$ cat config.mk
export PLATFORM = sky130hd
export DESIGN_NAME = conv_window_sequencer
export DESIGN_NICKNAME = d
export VERILOG_FILES = /design/src/rtl/conv_window_sequencer.sv
export SDC_FILE = /design/constraint.sdc
export NUM_CORES = 1
export LEC_CHECK = 0
export ABC_AREA = 1
export BUFFER_PORTS_ARGS = -buffer_cell sky130_fd_sc_hd__buf_2
export CAP_MARGIN = 40
export CORE_ASPECT_RATIO = 1.1
export CORE_MARGIN = 2
export CORE_UTILIZATION = 56
export CTS_CLUSTER_SIZE = 40
export DETAILED_ROUTE_END_ITERATION = 12
export PLACE_DENSITY = 0.8
export SLEW_MARGIN = 40
export SYNTH_ARGS = -nofsm -noshare
export SYNTH_HDL_FRONTEND = slang
export SYNTH_SLANG_ARGS = --single-unit
$ cat constraint.sdc
create_clock -name CLK -period 5.9 [get_ports CLK]
set_input_delay 1.18 -clock CLK [delete_from_list [all_inputs] [get_ports CLK]]
set_output_delay 1.18 -clock CLK [all_outputs]
set_load 0.1 [all_outputs]
$ cat src/rtl/conv_window_sequencer.sv
// conv_window_sequencer: scans a 28x28 pixel frame as 576 overlapping 5x5
// windows (row-major origins) and presents each one to the CNN core.
// The first window of every row is loaded with 25 reads. Every later
// window in the row reuses 20 bytes by shifting left and reading 1 new column.
// Optional build macro SEQ_STALL_COUNT_EN adds the STALL_CNT output.
module conv_window_sequencer (
   input  logic         CLK,
   input  logic         nRST,
   input  logic         START,
   output logic         BUSY,
   output logic         MEM_RD,
   output logic [9:0]   MEM_ADDR,
   input  logic [7:0]   MEM_DATA,
   output logic         WIN_VALID,
   input  logic         WIN_READY,
   output logic [199:0] WIN,
   output logic [4:0]   WIN_X,
   output logic [4:0]   WIN_Y,
   output logic         WIN_LAST,
   output logic         FRAME_DONE
`ifdef SEQ_STALL_COUNT_EN
   ,
   output logic [15:0]  STALL_CNT
`endif
);

   localparam logic [2:0] IDLE    = 3'd0;
   localparam logic [2:0] FILL    = 3'd1;
   localparam logic [2:0] SHIFT   = 3'd2;
   localparam logic [2:0] PRESENT = 3'd3;
   localparam logic [2:0] DONE    = 3'd4;

   logic [2:0]        state;
   logic [4:0]        x, y;          // window origin (row, column)
   logic [2:0]        ri, cj;        // offset of the read currently on the bus
   logic              rd;
   logic [9:0]        addr;
   logic              pend;          // read issued last cycle, data on MEM_DATA now
   logic [4:0]        pend_idx;      // window byte that data belongs to
   logic [24:0][7:0]  win;
   logic [2:0]        nxt_ri, nxt_cj;
   logic              last_rd, hs;

   function automatic logic [9:0] pix_addr(input logic [4:0] ox, input logic [4:0] oy,
                                           input logic [2:0] i, input logic [2:0] j);
      logic [9:0] row, col;
      row = 10'(ox) + 10'(i);
      col = 10'(oy) + 10'(j);
      return row * 10'd28 + col;
   endfunction

   // Next read offset: FILL walks all 25 bytes row-major, SHIFT walks column 4 only
   always_comb begin
      nxt_ri  = ri;
      nxt_cj  = cj;
      last_rd = (ri == 3'd4) && (cj == 3'd4);
      if (state == SHIFT) begin
         nxt_ri = ri + 3'd1;
         nxt_cj = 3'd4;
      end else if (cj == 3'd4) begin
         nxt_ri = ri + 3'd1;
         nxt_cj = 3'd0;
      end else begin
         nxt_cj = cj + 3'd1;
      end
      hs = (state == PRESENT) && WIN_READY;
   end

   // Control FSM, scan position and read-strobe/address generation
   always_ff @(posedge CLK or negedge nRST) begin
      if (!nRST) begin
         state <= IDLE;
         x     <= '0;
         y     <= '0;
         ri    <= '0;
         cj    <= '0;
         rd    <= 1'b0;
         addr  <= '0;
      end else begin
         case (state)
            IDLE: if (START) begin
               state <= FILL;
               x     <= '0;
               y     <= '0;
               ri    <= '0;
               cj    <= '0;
               rd    <= 1'b1;
               addr  <= pix_addr(5'd0, 5'd0, 3'd0, 3'd0);
            end
            FILL, SHIFT: begin
               if (rd) begin
                  if (last_rd) rd <= 1'b0;
                  else begin
                     ri   <= nxt_ri;
                     cj   <= nxt_cj;
                     addr <= pix_addr(x, y, nxt_ri, nxt_cj);
                  end
               end else if (pend) begin
                  // last byte lands this edge, so the window is complete next cycle
                  state <= PRESENT;
               end
            end
            PRESENT: if (WIN_READY) begin
               if (y != 5'd23) begin
                  state <= SHIFT;
                  y     <= y + 5'd1;
                  ri    <= '0;
                  cj    <= 3'd4;
                  rd    <= 1'b1;
                  addr  <= pix_addr(x, y + 5'd1, 3'd0, 3'd4);
               end else if (x != 5'd23) begin
                  state <= FILL;
                  x     <= x + 5'd1;
                  y     <= '0;
                  ri    <= '0;
                  cj    <= '0;
                  rd    <= 1'b1;
                  addr  <= pix_addr(x + 5'd1, 5'd0, 3'd0, 3'd0);
               end else begin
                  state <= DONE;
               end
            end
            DONE:    state <= IDLE;
            default: state <= IDLE;
         endcase
      end
   end

   // Window register: capture returning read data, or shift left one column on handshake
   always_ff @(posedge CLK or negedge nRST) begin
      if (!nRST) begin
         pend     <= 1'b0;
         pend_idx <= '0;
         win      <= '0;
      end else begin
         pend     <= rd;
         pend_idx <= {2'b00, ri} * 5'd5 + {2'b00, cj};
         if (pend) begin
            win[pend_idx] <= MEM_DATA;
         end else if (hs) begin
            for (int i = 0; i < 5; i++)
               for (int j = 0; j < 4; j++)
                  win[i*5+j] <= win[i*5+j+1];
         end
      end
   end

`ifdef SEQ_STALL_COUNT_EN
   logic [15:0] stall;

   // Saturating count of cycles the core holds off a presented window
   always_ff @(posedge CLK or negedge nRST) begin
      if (!nRST)                                                stall <= '0;
      else if (state == IDLE && START)                          stall <= '0;
      else if (state == PRESENT && !WIN_READY && stall != 16'hFFFF) stall <= stall + 16'd1;
   end

   assign STALL_CNT = stall;
`endif

   assign BUSY       = (state != IDLE);
   assign MEM_RD     = rd;
   assign MEM_ADDR   = addr;
   assign WIN_VALID  = (state == PRESENT);
   assign WIN        = win;
   assign WIN_X      = x;
   assign WIN_Y      = y;
   assign WIN_LAST   = (state == PRESENT) && (x == 5'd23) && (y == 5'd23);
   assign FRAME_DONE = (state == DONE);

endmodule

# == After elaboration in Yosys (flattened, before gate mapping) ==
# Cells that the tools add are included.
# classes
addsub,10
multipliers,4
n_div,0
n_lt_le_gt_ge,2
eq_ne,19
shift,0
muxes,59
bitwise,0
reduce_logical,16
# op_table
cell,n
two-way mux 32 bit,10
bitwise mux 200 bit,1
two-way mux 10 bit,6
two-way mux 3 bit,20
demux 8 bit (select 5 bit),1
two-way mux 5 bit,7
case mux 10 bit (3 select lines),1
case mux 3 bit (3 select lines),3
adder 10 x 6 -> 10 bit,2
case mux 5 bit (2 select lines),2
"multiplier 5 x 3 -> 8 bit, second input constant",2
adder 5 x 3 -> 6 bit,2
"!= test 2 bit, second input constant",6
AND reduction 4 bit,3
"adder 5 x 1 -> 5 bit, second input constant",2
"== test 5 bit, second input constant",2
"!= test 5 bit, second input constant",2
"== test 3 bit, second input constant",3
"multiplier 6 x 3 -> 8 bit, second input constant",1
two-way mux 8 bit,1
"adder 3 x 1 -> 3 bit, second input constant",2
"adder 5 x 3 -> 6 bit, second input constant",1
"== test 3 x 2 -> 1 bit, second input constant",2
"less-than comparator 5 x 6 -> 1 bit, second input constant",1
15 further kinds,27
# totals
register_bits,236
latch_bits,0
ramBits,0
mem_bits_ro,0
in_bits,12
elab_cells,144
memories,0

# == Logic depth before layout (Yosys ltp) ==
# depth
word_depth,9
depth_mapped,28
depth_no_buf,28

# == Worst setup path before layout ==
# Ideal clock, no wire load.
# synth_timing
path_kind,register to output
startpoint,reg y[0] (netlist: WIN_Y[0])
endpoint,out WIN_LAST
arrival_time_ps,3038
t_required_ps,4720
path_slack_ps,1682
path_stages_with_launch,6
n_path_buf,0
path_cell_list,dfrtp_1 ha_1 nand2_1 nor3_2 nand2_1 nor2_1
# synth_between
elab_chain_len,2
# synth_rtl
element,line_no,text
start: declaration,34,"logic [4:0] x, y;"
start signal: assignment,106,y <= y + 5'd1;
== test 5 bit,168,assign WIN_LAST = (state == PRESENT) && (x == 5'd23) && (y == 5'd23);
logical AND 1 bit,168,
end: declaration,19,"output logic WIN_LAST,"
# No other way between the ends.

# == Final worst setup path ==
# layout_timing
startpoint,reg cj[0]
endpoint,reg addr[8] (netlist: MEM_ADDR[8])
# layout_between
elab_chain_len,9
elab_cells_between_ends,16
classes_between,add/sub (4); mul (1); eq/ne (2); mux (7); reduce/logical (2)
# layout_rtl
element,line_no,text
start: declaration,35,"logic [2:0] ri, cj;"
start signal: assignment,95,cj <= nxt_cj;
== test 3 bit,"56, 60",
two-way mux 3 bit,60,end else if (cj == 3'd4) begin
two-way mux 3 bit,57,if (state == SHIFT) begin
adder 5 x 3 -> 6 bit,47,row = 10'(ox) + 10'(i);
multiplier 6 x 3 -> 8 bit,49,return row * 10'd28 + col;
adder 10 x 6 -> 10 bit,49,
two-way mux 10 bit,92,if (last_rd) rd <= 1'b0;
two-way mux 10 bit,91,if (rd) begin
case mux 10 bit (3 select lines),80,case (state)
end signal: assignment,88,"addr <= pix_addr(5'd0, 5'd0, 3'd0, 3'd0);"
end signal: assignment,96,"addr <= pix_addr(x, y, nxt_ri, nxt_cj);"
end signal: assignment,110,"addr <= pix_addr(x, y + 5'd1, 3'd0, 3'd4);"
end: declaration,37,logic [9:0] addr;
# Several ways; a longest one is shown, not always the timed one. The select of a mux whose other input is x is not followed.
# A chain may end at the register's enable or synchronous reset.

==> results.sh <==
export IMPL_io_pins=237
export IMPL_max_slew_margin_pct=48.9
export IMPL_synthSimpleGateAreaFrac_pct=21.8
export IMPL_drc=0
export IMPL_syn_cell_area_um2=12600
export IMPL_post_dp_cell_area_um2=13900
export IMPL_rsz0062_at_grt="false"
export IMPL_synth_fp_nets=1502
export IMPL_synth_area_leaders="dfrtp_1 (47%), nand2_1 (10%), nand3_1 (6.2%), ha_1 (5.9%), a22oi_1 (4.5%)"
export IMPL_crit_required_ns=6.36
export IMPL_synth_top_area_share_pct=46.9
export IMPL_min_path_type="flip-flop to flip-flop"
export IMPL_outcome="completed"
export IMPL_fin_crit_sh_pct=77.2
export IMPL_start_kind="flip-flop"
export IMPL_synth_top_flop_cell="dfrtp_1"
export IMPL_crit_chain="inv_1 -> ha_1 -> nand2_1 -> nand2_1 -> o21ai_0 -> ha_1 -> a21o_1 -> a21oi_1 -> xor2_1 -> ha_1 -> fa_1 -> ha_1 -> a21oi_1 -> nand2_1 -> nor2_1 -> inv_1 -> nand3_1 -> nand3_1 -> nand2_1 -> nand2_1 -> nand2_1"
export IMPL_crit_arrival_ns=5.01
export IMPL_htree_levels=1
export IMPL_yosysWarnings=0
export IMPL_async_flop_share_pct=100
export IMPL_grt_pass1_wl_um=58300
export IMPL_overflow=0
export IMPL_cts_resized=0
export IMPL_clkLatencyLatePin_ns=0.52
export IMPL_place_congestion=0.993
export IMPL_end_kind="flip-flop"
export IMPL_fin_util_pct=67.0
export IMPL_drtAntennaViolNets=0
export IMPL_die_area_um2=23700
export IMPL_synth_cell_types=41
export IMPL_cts_path_max_buffers=3
export IMPL_maxCapViolations=0
export IMPL_setup_viol=0
export IMPL_synth_edf_count=0
export IMPL_clock_sinks=236
export IMPL_hold_viol=0
export IMPL_syn_area_per_cell_um2=8.89
export IMPL_grt_max_degree=124
export IMPL_drive_gt1_share_pct=20.5
export IMPL_cts_tree="built"
export IMPL_dp_hpwl_um=25300
export IMPL_clk_pin_slew_ns=0.06
export IMPL_cpMaxStageDelayCell="fa_1"
export IMPL_die_x_um=147
export IMPL_core_um2=22100
export IMPL_ys_seq_area_share_pct=46.9
export IMPL_fp_row_count=57
export IMPL_synth_cells=1415
export IMPL_drt_iter0_drc=961
export IMPL_cts_root_buf="clkbuf_16"
export IMPL_cp_common_cell="nand2_1"
export IMPL_max_stage_delay_ns=0.49
export IMPL_synth_top_family_by_area="simple AND/OR/NAND/NOR gates"
export IMPL_clock_skew_ns=0.0116
export IMPL_multiInputGateArea_um2=6000
export IMPL_synth_xor_area_share_pct=1.74
export IMPL_tns_ns=0
export IMPL_routed_via_density=5.89
export IMPL_synth_fa_ha_area_share_pct=8.41
export IMPL_globalRouteTotalUtil_pct=30.9
export IMPL_critical_path_class="flip-flop to flip-flop"
export IMPL_cts_setup_buffers=0
export IMPL_cp_max_fo=6
export IMPL_hold_buffers=0
export IMPL_synth_seq_cells=236
export IMPL_seq_area_um2=5910
export IMPL_finalWirelength_um=37100
export IMPL_muxShareOfSynthArea_pct=0
export IMPL_max_freq_mhz=220
export IMPL_cts_buffers_inserted=25
export IMPL_vias=11400
export IMPL_slew_viol_final=0
export IMPL_wl_per_cell_um=19.2
export IMPL_nFillCells=1798
export IMPL_design_area_um2=14800
export IMPL_antenna_found_initial=0
export IMPL_yosys_area_top_type="dfrtp_1"
export IMPL_antennaDiodeCount=0
export IMPL_synth_compound_area_share_pct=15.6
export IMPL_min_period_ns=4.55
export IMPL_area_growth_pct=17.6
export IMPL_firstDrtPassIters=5
export IMPL_worst_slew_pin_slew_ns=0.766
export IMPL_grt_pass1_vias=10500
export IMPL_nets=1707
export IMPL_initial_core_util_pct=56.9
export IMPL_die_h_um=161
export IMPL_io_buffers=236
==> state kept, by name, indices dropped and copies added (netlist names) <==
register  flops
MEM_RD        1
WIN         200
ri            3
pend_idx      5
cj            3
WIN_Y         5
pend          1
WIN_X         5
state         3
MEM_ADDR     10
==> layout make-up <==
cell class	count	area share [%]
multi-input combinational	1013	40.5
timing repair buffer	242	8.60
inverter	102	2.64
tap	295	2.49
clock buffer	36	4.84
sequential	236	39.9
clock inverter	9	1.04
==> cells in the final DEF, fill, tap and decap left out, drive strengths merged <==
cell type / synthesis / routed
o21ai: 135 / 135
nand3: 155 / 155
nand3b: 2 / 2
o22ai: 1 / 1
a21o: 5 / 5
a21oi: 32 / 32
o21bai: 3 / 3
clkinv: 2 / 4
nand2: 352 / 352
buf: 33 / 242
xnor2: 7 / 7
inv: 100 / 101
xor2: 18 / 18
or2: 2 / 2
a22oi: 76 / 76
clkbuf: 31 / 36
a22o: 1 / 1
o211ai: 54 / 54
o21a: 2 / 2
nand4: 6 / 6
nor3: 25 / 25
o311ai: 2 / 2
ha: 59 / 59
dfrtp: 236 / 236
nor2: 58 / 58
clkinvlp: 0 / 2
bufinv: 0 / 4
fa: 16 / 16
o31ai: 2 / 2
==> metrics by stage <==
stage,std cells,worst slack (ns),hold slack (ns)
6_report,1933,1.35,0.478
5_1_grt,1933,0.957,0.500
4_1_cts,1932,1.35,0.482
3_5_place_dp,1887,1.40,0.460
3_3_place_gp,1887,1.54,0.459
2_1_floorplan,1415,1.68,0.496
==> Yosys cell counts (11+ instances only) <==
cell type  number
o21ai_1        33
inv_1          90
nor2_2         11
xor2_1         18
nor3_4         12
clkbuf_1       31
nor2_1         43
buf_2          22
a21oi_1        32
dfrtp_1       236
fa_1           16
nand2_1       350
o21ai_0       102
nand3_1       155
a22oi_1        76
ha_1           59
o211ai_1       51
==> metal layers <==
layer	up-vias	wire length, µm	part of all wire, %	track usage, %
met2	591	17900	48	51.5
li1	5270	-	-	-
met3	100	3500	9.4	5.23
met5	-	0	0	0
met4	0	1420	3.8	11.6
met1	5420	14300	39	41.2
==> cell families (layout without fill, tap and decap cells) <==
group | count (synthesis) | in the layout
simple gates | 600 | 600
fa+ha+maj | 75 | 75
buf+inv | 166 | 389
flops | 236 | 236
xor+xnor | 25 | 25
compound gates | 313 | 313
==> worst paths after layout <==
check / startpoint / endpoint / slack [ns] / depth (start not counted)
max in group asynchronous: nRST / MEM_RD / 4.41 / 2
worst min-delay path: MEM_RD / pend / 0.48 / 0
worst max-delay path: cj[0] / MEM_ADDR[8] / 1.35 / 21
worst min register to register: MEM_RD / pend / 0.48 / 0
worst max register to register: cj[0] / MEM_ADDR[8] / 1.35 / 21
min in group asynchronous: nRST / WIN[13] / 0.54 / 1
==> critical path, delay by kind of cell, from the launching register on <==
| family | cells | cell delay (ns) |
|---|---|---|
| buf+inv | 2 | 0.16 |
| compound gates | 4 | 0.98 |
| xor+xnor | 1 | 0.42 |
| fa+ha+maj | 5 | 1.74 |
| flops | 1 | 0.39 |
| simple gates | 9 | 0.79 |
Power is not shown: default switching activity piles up to over one toggle a cycle in this logic, so the estimate is an artifact.
